## config.mk

```make
export PLATFORM = sky130hd
export DESIGN_NAME = fetch_prefetch_buf
export DESIGN_NICKNAME = d
export VERILOG_FILES = /design/src/rtl/fetch_prefetch_buf.sv
export SDC_FILE = /design/constraint.sdc
export NUM_CORES = 1
export LEC_CHECK = 0
export ABC_CLOCK_PERIOD_IN_PS = 6000
export CAP_MARGIN = 20
export CELL_PAD_IN_SITES_DETAIL_PLACEMENT = 0
export CELL_PAD_IN_SITES_GLOBAL_PLACEMENT = 1
export CORE_AREA = 2 2 197 150
export DETAILED_ROUTE_END_ITERATION = 10
export DIE_AREA = 0 0 199 152
export PLACE_DENSITY = 0.65
export SYNTH_ARGS = -nofsm -noshare
export SYNTH_HDL_FRONTEND = slang
export SYNTH_SLANG_ARGS = --single-unit
```

## constraint.sdc

```tcl
create_clock -name clk_i -period 6 [get_ports clk_i]
set_input_delay 1.5 -clock clk_i [delete_from_list [all_inputs] [get_ports clk_i]]
set_output_delay 1.5 -clock clk_i [all_outputs]
set_load 0.005 [all_outputs]
```

## src/rtl/fetch_prefetch_buf.sv

```systemverilog
// fetch_prefetch_buf
//   Sequential instruction-fetch stage sitting in front of a single-port word
//   memory with 1-cycle read latency. Issues word-aligned reads ahead of the
//   consumer, buffers returned words in a DEPTH-entry FIFO, and hands them to
//   the core over valid/ready. A redirect flushes the FIFO and drops any data
//   still in flight.
//
// Ports
//   clk_i, rst_i          clock, synchronous active-high reset
//   branch_i              redirect pulse
//   branch_addr_i         redirect target (low two bits ignored)
//   ready_i               consumer takes the head word this cycle
//   valid_o               head word available
//   rdata_o, addr_o       head word data and its byte address
//   mem_req_o             read request to memory
//   mem_addr_o            word-aligned request address
//   mem_rvalid_i          read response valid (one cycle after the request)
//   mem_rdata_i           read response data

module fetch_prefetch_buf #(
    parameter int          DEPTH      = 2,
    parameter logic [31:0] RESET_ADDR = 32'h0000_0000
) (
    input  logic        clk_i,
    input  logic        rst_i,
    input  logic        branch_i,
    input  logic [31:0] branch_addr_i,
    input  logic        ready_i,
    output logic        valid_o,
    output logic [31:0] rdata_o,
    output logic [31:0] addr_o,
    output logic        mem_req_o,
    output logic [31:0] mem_addr_o,
    input  logic        mem_rvalid_i,
    input  logic [31:0] mem_rdata_i
);

    localparam int PW = $clog2(DEPTH);
    localparam int CW = $clog2(DEPTH + 1);
    localparam int UW = CW + 1;
    localparam logic [UW-1:0] DEPTH_U = UW'(DEPTH);
    localparam logic [31:0]   START   = RESET_ADDR & 32'hFFFF_FFFC;

    logic [31:0]   fifo_data [DEPTH];
    logic [31:0]   fifo_addr [DEPTH];
    logic [PW-1:0] rd_ptr;
    logic [PW-1:0] wr_ptr;
    logic [CW-1:0] count;
    logic          outstanding;
    logic          discard;
    logic [31:0]   fetch_addr;
    logic [31:0]   inflight_addr;
    logic [31:0]   head_data;
    logic [31:0]   head_addr;

    logic          pop;
    logic          push;
    logic [UW-1:0] used;
    logic [PW-1:0] rd_next;
    logic [CW-1:0] remaining;
    logic          head_load;
    logic [31:0]   head_data_next;
    logic [31:0]   head_addr_next;
    logic [31:0]   target;

    function automatic logic [PW-1:0] ptr_inc(input logic [PW-1:0] p);
        return (p == PW'(DEPTH - 1)) ? '0 : p + PW'(1);
    endfunction

    assign valid_o    = (count != '0);
    assign rdata_o    = head_data;
    assign addr_o     = head_addr;
    assign mem_addr_o = fetch_addr;
    assign target     = branch_addr_i & 32'hFFFF_FFFC;

    assign pop  = valid_o && ready_i;
    // Responses only count when a request is actually outstanding; this is
    // what drops a response landing in the first cycle after reset.
    assign push = mem_rvalid_i && outstanding && !discard;

    // Credits: buffered words plus the in-flight one, minus the word leaving now.
    assign used      = UW'(count) + UW'(outstanding) - UW'(pop);
    assign mem_req_o = !rst_i && !branch_i && (used < DEPTH_U);

    // Head registers preload whatever will sit at the FIFO head after this
    // edge, so rdata_o/addr_o come straight from flops and hold when empty.
    always_comb begin
        rd_next        = pop ? ptr_inc(rd_ptr) : rd_ptr;
        remaining      = count - CW'(pop);
        head_load      = 1'b0;
        head_data_next = head_data;
        head_addr_next = head_addr;
        if (remaining != '0) begin
            head_load      = 1'b1;
            head_data_next = fifo_data[rd_next];
            head_addr_next = fifo_addr[rd_next];
        end else if (push) begin
            head_load      = 1'b1;
            head_data_next = mem_rdata_i;
            head_addr_next = inflight_addr;
        end
    end

    always_ff @(posedge clk_i) begin
        if (rst_i) begin
            rd_ptr        <= '0;
            wr_ptr        <= '0;
            count         <= '0;
            outstanding   <= 1'b0;
            discard       <= 1'b0;
            fetch_addr    <= START;
            inflight_addr <= '0;
            head_data     <= '0;
            head_addr     <= '0;
        end else begin
            outstanding <= mem_req_o;
            if (mem_req_o) begin
                fetch_addr    <= fetch_addr + 32'd4;
                inflight_addr <= fetch_addr;
            end
            if (branch_i) begin
                // Redirect wins over push and pop; the head registers keep
                // their last value while the FIFO is empty.
                rd_ptr     <= '0;
                wr_ptr     <= '0;
                count      <= '0;
                fetch_addr <= target;
                discard    <= outstanding;
            end else begin
                discard <= 1'b0;
                if (push) begin
                    fifo_data[wr_ptr] <= mem_rdata_i;
                    fifo_addr[wr_ptr] <= inflight_addr;
                    wr_ptr            <= ptr_inc(wr_ptr);
                end
                if (pop) begin
                    rd_ptr <= rd_next;
                end
                case ({push, pop})
                    2'b10:   count <= count + CW'(1);
                    2'b01:   count <= count - CW'(1);
                    default: count <= count;
                endcase
                if (head_load) begin
                    head_data <= head_data_next;
                    head_addr <= head_addr_next;
                end
            end
        end
    end

endmodule

```

==> out/metrics.sh, run 1 <==
POWER.SHARE.CLOCK_PCT=45.4
FIN_CRIT_PS=5470
INTERNAL_POWER_mW=3.03
GRT_PASS1_VIAS=6842
CTSROOTBUFFERMASTER='clkbuf_16'
REG2REG_SLACK_PS=2570
FIN_TOTAL_PWR_mW=3.86
GRT_USE_TOTAL_PCT=16.8
SYNTH.FF_LATCH_COUNT=252
NETSWITCHINGPOWER_mW=0.833
CTSHOLDBUFFERS=0
CLOCK_SKEW_AFTER_LAYOUT_PS=11.4
PLACE.GP.CONGESTION=0.754
CLOCKBUFFERDEPTH=3
LAYOUT_CELL_SHARE_WITH_DRIVE_STRENGTH_BEYOND_1_PCT=8.42
HOLD-PATH-CELL-COUNT=1
REGTOREGSTARTPOINT='count[1]'
ROUTED_WL_MM=25.9
CLOCK_TREE.HTREE_LEVEL_COUNT=1
FLOW.AREA_GROWTH_FROM_SYNTHESIS_PCT=30.0
DETAILEDROUTE.FIRSTITERATIONVIOLATIONS=499
CP.ARRIVAL_PS=3970
AVGROUTEDWIREPERCELL_UM=18.0
PATH_CELLS='clkdlybuf4s50_1 > o21ai_2 > inv_1 > ha_1 > nand2b_1 > fa_1 > xnor2_1 > nand3_2 > inv_2 > clkdlybuf4s50_1'
POST_CTS_RESIZE_COUNT=0
PATH_COMMON_CELL='clkdlybuf4s50_1'
FINAL_CELL_COUNT_NO_FILL=1437
SETUP-TNS-FINAL_PS=0
CP_SLOWEST_STAGE_DELAY_PS=520
WORSTREGTOREGCELLS=12
DRC_VIOLS=0
FINALHOLDVIOLATIONS=0
MET1_USAGE_PCT=25.9
CTS_TREE='yes'
NETLIST-CELL-TYPE-COUNT=51
ASYNC_RESET_FF_SHARE_PCT=0
TIMING.SLEW.HEADROOM_PCT=38.4
POST_LAYOUT_INST_AREA_UM2=12700
TIMING.HOLD.WORST_ENDPOINT='rdata_o[3]'
SWITCHING_SHARE_PCT=21.6
FIN_NETS=1097
GRT_ANTENNA_BEFORE_REPAIR=0
POST-DP-HPWL_MM=15.9
SYNTH_ENABLE_FLOP_CELLS=124
SYNTHESIS.YOSYS.WARNINGS=0
RR_ENDPOINT='mem_addr_o[25]'
GRT_REMAINING_OVERFLOW=0
MAX_CAP_VIOLS=0
MET3_USAGE_PCT=3.80
TIMING.HOLD.WORST.CLASS='flop to flop'
TIMING.CRITICAL_PATH.BUF_INV=4
DIODES=0
FLOORPLAN.DIE.HEIGHT_UM=152
VIAS_PER_CELL=4.99
RSZ0062_AT_GRT='no'
PLACE_AREA_UM2=11800
NETLIST_INSTANCES=882
CRITICAL-PATH-TOP-DELAY-FAMILY='buffers and inverters'
DESIGN.DIE.AREA_UM2=30200
WORSTSETUPENDPOINTTYPE='primary output'
FINALMAXSLEWVIOLATIONS=0
DOMINANTREGCELLSYNTH='dfxtp_1'
SYNTH.YOSYS.SEQ_AREA_SHARE_PCT=64.1
ANT_NETS=0
CRITPATHMAXFANOUT=3
PLACEDCELLCOUNT=1387
FLOORPLAN.INITIALDENSITY_PCT=34.3
TIMING.SETUP.CRITICAL_PATH_CLASS='primary input to primary output'
POST-ROUTE-PERIOD-UTIL_PCT=91.2
BUSIEST_LAYER='met1'
REQUIRED_TIME_OF_THE_WORST_SETUP_PATH_PS=4500
TRITONCTS_BUFFER_COUNT=27
GRT_UTIL_MET2_PCT=24.1
WORSTSETUPSTARTPOINTTYPE='primary input'
COMBINATIONALPOWERSHARE_PCT=6.0
DRT-PASS1-ITER-COUNT=5
IO_PINS=167
CLKLATENCYLATEPIN_PS=530
REPORT.FINAL.SETUP_VIOL=0
DIE_X_UM=199
GRT_PASS1_WL_MM=40.1
WORST_PIN_SLEW_PS=922
CTS_SETUP_BUFFERS=0
DETAILROUTE.VIA_COUNT=7173
P_PER_AREA_nW_PER_UM2=303
RUN_STATUS='finished clean'
PLACE.PORT_BUFFERS=160
CRITICAL-PATH-SLOWEST-CELL='clkdlybuf4s50_1'
CORE_AREA_UM2=28600
FMAX_GHz=0.183
SYNTHESIS.AREA_PER_INSTANCE_UM2=11.1
MAX_RAIL_DROP_VDD_mV=0.204
GRT_START_MAX_NET_PINS=70
STD_CELL_ROWS=54
NUMCLOCKSINKS=252
WHS_PS=484
P_LEAK_nW=4.39
CLK_PIN_SLEW_WORST_PATHS_PS=60
WORSTHOLDSTART='rdata_o[3]'
POWER_FRAC_SEQ_PCT=48.6
AREA_OF_THE_MAPPED_NETLIST_UM2=9810
-- worst register-to-register path, cell delays in order (launching register included) --
cell	delay, ps
dfxtp_1	410
o21ai_2	340
inv_1	120
ha_1	280
nand2b_1	150
fa_1	390
xnor2_1	140
nand3_2	110
inv_2	60
buf_4	260
nor2_1	690
o21ai_0	210
a31oi_1	180
-- synthesized netlist by cell type, drive strengths merged, types with 3 or more instances --
library cell  instances  share of area [%]
a31oi                 7               0.45
edfxtp              124                 38
nand4                11               0.85
buf                  23                1.3
dfxtp               128                 26
nor3                 13               0.92
nand3                13               0.66
nand2               200                7.7
inv                  11               0.42
or3                   3               0.19
o21ai                16               0.85
xnor2                11               0.98
nor4                  4               0.41
and2                  3               0.19
xor2                  8               0.79
o22ai                 9               0.89
nor2                 20               0.79
ha                    3               0.38
nand2b                3               0.19
a22oi                12               0.92
a21oi               114                5.8
clkbuf               43                1.6
and4                  5               0.45
nor2b                12               0.77
a221o                62                6.3
nor3b                 5               0.38
-- layout by cell type (no fill, tap or decap), types with 4 or more instances in the layout --
master and instances:
clkdlybuf4s50_1 158, a221o_1 62, o22ai_2 5, xor2_1 7
nand3_1 12, xnor2_1 10, a22oi_1 12, a31oi_1 7
nor3b_1 5, clkbuf_1 6, o22ai_1 4, nor2b_1 12
clkbuf_8 6, dfxtp_1 128, o21ai_0 15, nor3_2 5
bufinv_16 4, a21oi_1 114, nand4_1 10, nand2_1 199
nor2_4 4, nor3_1 8, inv_1 10, nor2_1 16
buf_4 15, clkinv_2 4, clkbuf_16 27, edfxtp_1 124
conb_1 4, and4_1 5
-- stage by stage --
stage | setup WS, ps | utilization [%]
after floorplan | 642 | -
after global placement | 524 | 41.3
after detailed placement | 518 | 41.3
after CTS | 509 | 44.6
after global routing | 382 | 44.6
final | 528 | 44.6
-- flip-flops by register name (all words and copies together), names as in the netlist, 2 cells and up --
signal and cells:
mem_addr_o 30, inflight_addr 30, count 2, addr_o 30, fifo_data 64, fifo_addr 60, rdata_o 32
-- power by group through the flow --
stage,clock network [mW],logic [mW],registers (mW)
5_1_grt,1.87,0.254,1.88
6_report,1.75,0.232,1.88
4_1_cts,1.79,0.235,1.88
2_1_floorplan,0,0.107,1.90
3_3_place_gp,0,0.232,1.91
3_5_place_dp,0,0.233,1.91
-- logic make-up (layout without fill, tap and decap cells) --
family                   Yosys count  in the layout  synth area share (%)
AND/OR/NAND/NOR                  298            298                  13.9
flip-flops                       252            252                  64.1
AO/OA/AOI/OAI                    229            229                  16.0
buffers and inverters             77            237                  3.37
XOR/XNOR                          19             19                  1.77
adder cells (fa/ha/maj)            4              4                 0.587
multiplexers                       2              2                 0.217
other                              1              4                0.0382
-- worst max-delay path by stage --
stage,end,start,slack [ps],cells past startpoint
finish,mem_req_o,ready_i,530,10
global route,mem_req_o,ready_i,380,10
CTS,mem_req_o,ready_i,510,10
detailed placement,mem_req_o,ready_i,520,10
global placement,mem_req_o,ready_i,520,10
floorplan,fifo_addr[0][10],branch_i,640,3
-- layout make-up --
type                       instances  area (um^2)
sequential                       252         6290
inverter                          11         41.3
clock inverter                    11          168
multi-input combinational        556         3260
timing repair buffer             176         1720
tap                              392          490
clock buffer                      39          781
fill                            2699        15800
-- routing by layer --
| layer | vias up | part of all wire (%) |
|---|---|---|
| met4 | 0 | 1.4 |
| li1 | 3511 | - |
| met2 | 200 | 41 |
| met5 | - | 0 |
| met1 | 3438 | 51 |
| met3 | 24 | 6.5 |
Power figures use the tool's default switching activity.
==> run 2, diff against run 1 <==
Settings changed: CTS_CLUSTER_SIZE from default to 16.
==> results of run 2 <==
No change in the layout: final DEF, timing and power equal those of run 1.
